**src/rtl/wb_regfile_if.sv**
```systemverilog
// Write-back to register-file bundle plus read ports.
// master: write-back stage / decode side, which drives the commit bundle and read requests.
// slave : the register file, which returns read data and bypassed HI/LO.
interface wb_regfile_if #(
  parameter int unsigned DATA_W = 32,
  parameter int unsigned ADDR_W = 5
);
  logic              wb_wreg;
  logic [ADDR_W-1:0] wb_wd;
  logic [DATA_W-1:0] wb_wdata;
  logic              wb_whilo;
  logic [DATA_W-1:0] wb_hi;
  logic [DATA_W-1:0] wb_lo;
  logic              re1;
  logic [ADDR_W-1:0] raddr1;
  logic [DATA_W-1:0] rdata1;
  logic              re2;
  logic [ADDR_W-1:0] raddr2;
  logic [DATA_W-1:0] rdata2;
  logic [DATA_W-1:0] hi_o;
  logic [DATA_W-1:0] lo_o;

  modport master (
    output wb_wreg, wb_wd, wb_wdata, wb_whilo, wb_hi, wb_lo,
    output re1, raddr1, re2, raddr2,
    input  rdata1, rdata2, hi_o, lo_o
  );

  modport slave (
    input  wb_wreg, wb_wd, wb_wdata, wb_whilo, wb_hi, wb_lo,
    input  re1, raddr1, re2, raddr2,
    output rdata1, rdata2, hi_o, lo_o
  );
endinterface

```
**src/rtl/wb_regfile.sv**
```systemverilog
// Architectural register file at the end of write-back: 32 GPRs (r0 hardwired
// to zero) plus HI/LO, with write-first bypass on every read path.
// Ports:
//   clk - rising-edge clock
//   rst - synchronous active-high reset; clears all state, forces reads to 0
//   bus - wb_regfile_if.slave: commit bundle in, two GPR read ports and HI/LO out
// NREG must equal 2**ADDR_W.
module wb_regfile #(
  parameter int unsigned DATA_W = 32,
  parameter int unsigned ADDR_W = 5,
  parameter int unsigned NREG   = 32
) (
  input logic         clk,
  input logic         rst,
  wb_regfile_if.slave bus
);

  logic [DATA_W-1:0] gpr_q [NREG];
  logic [DATA_W-1:0] gpr_d [NREG];
  logic [DATA_W-1:0] hi_q, hi_d;
  logic [DATA_W-1:0] lo_q, lo_d;

  // Next-state: r0 writes are dropped so the upstream reset bundle is harmless.
  always_comb begin
    gpr_d = gpr_q;
    hi_d  = hi_q;
    lo_d  = lo_q;
    if (bus.wb_wreg && (bus.wb_wd != '0)) begin
      gpr_d[bus.wb_wd] = bus.wb_wdata;
    end
    if (bus.wb_whilo) begin
      hi_d = bus.wb_hi;
      lo_d = bus.wb_lo;
    end
  end

  // State registers with synchronous reset.
  always_ff @(posedge clk) begin
    if (rst) begin
      for (int unsigned i = 0; i < NREG; i++) begin
        gpr_q[i] <= '0;
      end
      hi_q <= '0;
      lo_q <= '0;
    end else begin
      gpr_q <= gpr_d;
      hi_q  <= hi_d;
      lo_q  <= lo_d;
    end
  end

  // Read port 1: reset, disable and r0 all yield zero; a same-cycle commit wins over storage.
  always_comb begin
    bus.rdata1 = '0;
    if (!rst && bus.re1 && (bus.raddr1 != '0)) begin
      if (bus.wb_wreg && (bus.wb_wd == bus.raddr1)) begin
        bus.rdata1 = bus.wb_wdata;
      end else begin
        bus.rdata1 = gpr_q[bus.raddr1];
      end
    end
  end

  // Read port 2: same rules as port 1.
  always_comb begin
    bus.rdata2 = '0;
    if (!rst && bus.re2 && (bus.raddr2 != '0)) begin
      if (bus.wb_wreg && (bus.wb_wd == bus.raddr2)) begin
        bus.rdata2 = bus.wb_wdata;
      end else begin
        bus.rdata2 = gpr_q[bus.raddr2];
      end
    end
  end

  // HI/LO read with bypass of a same-cycle commit.
  always_comb begin
    bus.hi_o = '0;
    bus.lo_o = '0;
    if (!rst) begin
      bus.hi_o = bus.wb_whilo ? bus.wb_hi : hi_q;
      bus.lo_o = bus.wb_whilo ? bus.wb_lo : lo_q;
    end
  end

endmodule

```
**src/flat_wrapper.sv**
```systemverilog
// flat-port wrapper written by rule: the top's interface ports become plain ports
module wb_regfile_flat 
#(
  parameter int unsigned DATA_W = 32,
  parameter int unsigned ADDR_W = 5,
  parameter int unsigned NREG   = 32
)
  (clk, rst, bus_wb_wreg, bus_wb_wd, bus_wb_wdata, bus_wb_whilo, bus_wb_hi, bus_wb_lo, bus_re1, bus_raddr1, bus_re2, bus_raddr2, bus_rdata1, bus_rdata2, bus_hi_o, bus_lo_o);
  wb_regfile_if #(.DATA_W(DATA_W), .ADDR_W(ADDR_W)) bus_i ();
  input logic clk;
  input logic rst;
  input wire logic [$bits(bus_i.wb_wreg)-1:0] bus_wb_wreg;
  input wire logic [$bits(bus_i.wb_wd)-1:0] bus_wb_wd;
  input wire logic [$bits(bus_i.wb_wdata)-1:0] bus_wb_wdata;
  input wire logic [$bits(bus_i.wb_whilo)-1:0] bus_wb_whilo;
  input wire logic [$bits(bus_i.wb_hi)-1:0] bus_wb_hi;
  input wire logic [$bits(bus_i.wb_lo)-1:0] bus_wb_lo;
  input wire logic [$bits(bus_i.re1)-1:0] bus_re1;
  input wire logic [$bits(bus_i.raddr1)-1:0] bus_raddr1;
  input wire logic [$bits(bus_i.re2)-1:0] bus_re2;
  input wire logic [$bits(bus_i.raddr2)-1:0] bus_raddr2;
  output wire logic [$bits(bus_i.rdata1)-1:0] bus_rdata1;
  output wire logic [$bits(bus_i.rdata2)-1:0] bus_rdata2;
  output wire logic [$bits(bus_i.hi_o)-1:0] bus_hi_o;
  output wire logic [$bits(bus_i.lo_o)-1:0] bus_lo_o;
  assign bus_i.wb_wreg = bus_wb_wreg;
  assign bus_i.wb_wd = bus_wb_wd;
  assign bus_i.wb_wdata = bus_wb_wdata;
  assign bus_i.wb_whilo = bus_wb_whilo;
  assign bus_i.wb_hi = bus_wb_hi;
  assign bus_i.wb_lo = bus_wb_lo;
  assign bus_i.re1 = bus_re1;
  assign bus_i.raddr1 = bus_raddr1;
  assign bus_i.re2 = bus_re2;
  assign bus_i.raddr2 = bus_raddr2;
  assign bus_rdata1 = bus_i.rdata1;
  assign bus_rdata2 = bus_i.rdata2;
  assign bus_hi_o = bus_i.hi_o;
  assign bus_lo_o = bus_i.lo_o;
  wb_regfile #(.DATA_W(DATA_W), .ADDR_W(ADDR_W), .NREG(NREG)) u_core (.clk(clk), .rst(rst), .bus(bus_i));
endmodule
```
**config.mk**
```make
export PLATFORM = sky130hd
export DESIGN_NAME = wb_regfile_flat
export DESIGN_NICKNAME = d
export VERILOG_FILES = /design/src/rtl/wb_regfile_if.sv /design/src/rtl/wb_regfile.sv /design/src/flat_wrapper.sv
export SDC_FILE = /design/constraint.sdc
export NUM_CORES = 2
export LEC_CHECK = 0
export CORE_AREA = 8 8 245 365
export CTS_CLUSTER_SIZE = 14
export DETAILED_ROUTE_END_ITERATION = 10
export DIE_AREA = 0 0 253 373
export GPL_ROUTABILITY_DRIVEN = 1
export GPL_TIMING_DRIVEN = 0
export PLACE_DENSITY = 0.85
export SLEW_MARGIN = 10
export SYNTH_ARGS = -nofsm -noshare
export SYNTH_HDL_FRONTEND = slang
export SYNTH_SLANG_ARGS = --single-unit
```
**constraint.sdc**
```tcl
create_clock -name clk -period 6.5 [get_ports clk]
set_input_delay 1.95 -clock clk [delete_from_list [all_inputs] [get_ports clk]]
set_output_delay 1.95 -clock clk [all_outputs]
set_load 0.005 [all_outputs]
```
; ---- Word-level counts from Yosys, hierarchy flattened
; Index checks and enable logic that the tools add are counted.
[totals]
reg_bits = 1088
latchBits = 0
mem_bits_rw = 0
romBits = 0
input_bits = 117
out_inout_bits = 128
word_cells = 72
mem_count = 0
[classes]
add_sub_neg = 0
multipliers = 0
div = 0
order_cmp = 4
eq_ne = 2
shifts = 0
muxes = 17
n_bitwise = 3
reduce_logical = 12
[ops]
columns = operator, n
row1 = $bwmux 1024, 1
row2 = $mux 32, 13
row3 = $bmux 32 s5, 2
row4 = $demux 32 s5, 1
row5 = $ge 6x6->1 const B, 3
row6 = $not 5->6, 3
row7 = $reduce_bool 5->1, 3
row8 = $eq 5x5->1, 2
row9 = $logic_and 1x1->1, 8
row10 = $lt 6x1->1 const B, 1
row11 = $logic_not 1->1, 1

; ---- Longest topological paths before layout
[logic_depth]
depth_word = 6
depth_mapped = 9

; ---- Worst setup path after synthesis
; OpenSTA, ideal clock, no wires.
[synth_timing]
path_type = in2out
start = input bus_raddr1[0]
end = output bus_rdata1[10]
arrival_time_ps = 3576
required_ps = 4550
path_slack_ps = 974
cell_stages = 8
path_cell_list = buf_2 -> buf_6 -> buf_2 -> mux4_2 -> nand2_1 -> nand3_1 -> a32oi_1 -> a21bo_2
[synth_between]
elab_chain_cells = 6
word_cells_on_any_way = 10
cone_classes = eq/ne: 1 / mux: 5 / bitwise: 1 / reduce/logical: 3
[synth_lines]
columns = element, line_no
row1 = start: declaration, flat_wrapper.sv:19  ; input wire logic [$bits(bus_i.raddr1)-1:0] bus_raddr1;
row2 = $not 5->6 (implied by the code), wb_regfile.sv:59  ; bus.rdata1 = gpr_q[bus.raddr1];
row3 = $bmux 32 s5, wb_regfile.sv:59
row4 = $mux 32 (implied by the code) (2 in a row), wb_regfile.sv:59
row5 = $mux 32, wb_regfile.sv:56  ; if (bus.wb_wreg && (bus.wb_wd == bus.raddr1)) begin
row6 = $mux 32 *, wb_regfile.sv:55  ; if (!rst && bus.re1 && (bus.raddr1 != '0)) begin
row7 = end: declaration, flat_wrapper.sv:22  ; output wire logic [$bits(bus_i.rdata1)-1:0] bus_rdata1;
; Every way passes the cells marked *; elsewhere a longest branch is shown, timed or not. The select of a mux whose other input is x is not followed.

; ---- Worst setup path in the final report
[layout_timing]
start = input bus_raddr1[4]
end = output bus_rdata1[29]
; Same word-level chain as after synthesis.

==> results_dict.tcl <==
set metrics [dict create \
    met2_usage_pct 76.12 \
    numCtsBuffers 100 \
    die_h_um 373 \
    tightest_slew_ns 1.358 \
    r2r_cells 2 \
    busiest_layer "met2" \
    violations "negative setup slack" \
    cts-root-buf "clkbuf_16" \
    vdd_drop_max_mv 0.2394 \
    fp.dieW_um 253 \
    fmax_mhz 152.0 \
    gp_congestion 1.071 \
    grt_pass1_wl_mm 340.3 \
    grt_util_met3_pct 13.41 \
    io_buffers 202 \
    grt_pass1_vias 54490 \
    cts_buffer_depth 3 \
    drive_gt1_share_pct 14.16 \
    critPathRequiredTime_ns 4.55 \
    antenna_found_initial 11 \
    cts.sinks 1088 \
    setup_ws_ns -0.07821 \
    drc 0 \
    areaGrowthSynthToFinish_pct 15.43 \
    wire_per_inst_um 29.83 \
    cp-end-kind "output port" \
    clkTransAtPathRegs_ns 0.07 \
    track_usage_pct 48.56 \
    start_kind "primary input" \
    path_max_fanout 10 \
    whs_endpoint "u_core.gpr_q[531]$_SDFFE_PP0P_" \
    synthesis.nets 6587 \
    start_util_pct 65.29 \
    viasPerCell 6.887 \
    drv_slew 0 \
    use_met1_pct 53.77 \
    synth.distinct_cells 46 \
    yosys_warnings 0 \
    post-route-period-util_pct 101.2 \
    synthFlopType "dfxtp_1" \
    cts_tree "done" \
    drt_wl_total_mm 238.5 \
    finClkSkew_ns 0 \
    core_mm2 0.08425 \
    synth.avg_cell_area_um2 8.501 \
    r2r_slack_ns 5.70 \
    holdWs_ns 0.4663 \
    crit_type "primary input to output port" \
    row_count 131 \
    ys_async_sr_fraction_pct 0 \
    cts_max_level 3 \
    cap_violations 0 \
    holdBufCountCts 0 \
    hold_class "register to register" \
    grt_overflow 0 \
    drt_iter0_drc 8716 \
    synth_edf_count 0 \
    hold_viol 0 \
    ys_ff_latch 1088 \
    hold_path_depth 2 \
    cp.arrival_ns 4.63 \
    ys_seq_area_share_pct 39.60 \
    synth_area_mm2 0.05500 \
    setup_violations 17 \
    hp-start "u_core.gpr_q[531]$_SDFFE_PP0P_" \
    fin_crit_ns 6.578 \
    fin_util_pct 75.36 \
    max-slew-margin-rel_pct 9.442 \
    grt_max_degree 15 \
    run_status "complete, but fails checks" \
    final_nets 6904 \
    reg2reg_from "u_core.gpr_q[291]$_SDFFE_PP0P_" \
    dr.pass1.iters 9 \
    insertion_delay_ns 0.76 \
    dieArea_mm2 0.09437 \
    final_antenna_net_count 0 \
    ios 245 \
    dp_hpwl_mm 180.5 \
    power_density_mw_per_mm2 232.7 \
    r2r-end "u_core.gpr_q[291]$_SDFFE_PP0P_" \
    vias 55060 \
    netlist_instances 6470 \
    p_leak_uw 0.02169 \
]
final cells by class:
type                    count  area [µm²]
multi-input cells        4697       31130
well taps                1130        1414
inverters                   6       27.53
fillers                  6030       20760
flip-flops and latches   1088       21780
clock buffers             146        2929
diodes                      3       7.507
clock inverters            31       462.9
plain buffers             678        3505
repair buffers            216        2230
kinds of logic after synthesis:
kind of cell	Yosys count	share of synthesized area [%]
simple gates	2442	17.16
flops	1088	39.60
mux	768	22.06
xor+xnor	9	0.1433
compound gates	1478	15.75
buf+inv	685	5.300
per-stage QoR:
step                instances  power (µW)  instance area (µm²)  worst slack (ns)   TNS (ns)
finish                   7995       14770                63490          -0.07821    -0.4327
global route             7992       14970                63480          -0.03412    -0.1710
CTS                      7990       14550                63090         -0.001191  -0.001366
detailed placement       7804        8415                58490            -1.516    -117.50
global placement         7802        8384                58440            -1.503    -135.40
floorplan                6470        7750                55000            0.9744          0
worst max-delay path, cell delays in order:
cell and delay [ns]:
dlygate4sd2_1 0.40, inv_2 0.27, clkbuf_2 0.47, a221oi_1 0.49
o21ai_0 0.17, nand2_1 0.12, a21bo_2 0.20, clkdlybuf4s50_1 0.54
cell usage after synthesis (all sizes together) (3+ instances only):
cell | number | area [µm²]
a211o | 32 | 280.3
a21bo | 32 | 320.3
a21oi | 1056 | 5285
a221oi | 160 | 1401
a22oi | 64 | 480.5
a32oi | 32 | 280.3
and2 | 6 | 37.54
and3 | 3 | 18.77
buf | 161 | 912.1
clkbuf | 518 | 1981
dfxtp | 1088 | 21780
inv | 5 | 18.76
mux2 | 32 | 360.4
mux2i | 384 | 3844
mux4 | 352 | 7928
nand2 | 2211 | 8299
nand3 | 67 | 335.3
nand3b | 4 | 30.03
nor2 | 96 | 360.4
nor2b | 36 | 225.2
nor3 | 5 | 30.03
nor3b | 4 | 30.03
o21ai | 65 | 325.3
o21bai | 32 | 240.2
xnor2 | 6 | 52.55
xor2 | 3 | 26.28
per-layer routing:
layer	vias to the layer above	part of all wire, %
li1	23140	-
met1	25910	32
met2	4650	45
met3	1359	13
met4	6	11
met5	-	0.016
worst max-delay path by stage:
| stage | start | end | slack [ns] |
|---|---|---|---|
| floorplan | bus_raddr1[0] | bus_rdata1[10] | 0.97 |
| global placement | bus_raddr2[2] | bus_rdata2[29] | -1.50 |
| detailed placement | bus_raddr2[2] | bus_rdata2[29] | -1.52 |
| CTS | bus_raddr2[0] | bus_rdata2[21] | -0.001 |
| global route | bus_raddr1[0] | bus_rdata1[12] | -0.03 |
| finish | bus_raddr1[4] | bus_rdata1[29] | -0.08 |
cell usage in the layout (no fill, tap or decap), types with 64 or more instances in the layout:
master | synthesis | final
nand2_1 | 2211 | 2211
dfxtp_1 | 1088 | 1088
a21oi_1 | 1056 | 1055
clkbuf_1 | 491 | 429
mux2i_1 | 384 | 383
mux4_2 | 352 | 352
clkdlybuf4s50_1 | 0 | 193
clkbuf_16 | 0 | 104
nor2_1 | 96 | 94
a221oi_1 | 160 | 80
a221oi_2 | 0 | 79
clkbuf_2 | 26 | 77
nand3_1 | 67 | 66
a22oi_1 | 64 | 64
power breakdown:
group          internal [µW]  switching [µW]  leakage [µW]  total [µW]
Sequential              6730            43.9       0.00878        6780
Clock                   3520            2780       0.00165        6300
Combinational            541            1150        0.0113        1700
registers in the layout, summed over array words and instances (netlist names):
register	count
u_core.hi_q	32
u_core.gpr_q	1024
u_core.lo_q	32
what timing repair did:
action	in CTS	in global routing
cloned	1	0
pin swaps	6	4
resized for setup	339	120
setup endpoints to repair	128	95
buffers inserted	9	2
Power figures use the tool's default switching activity.
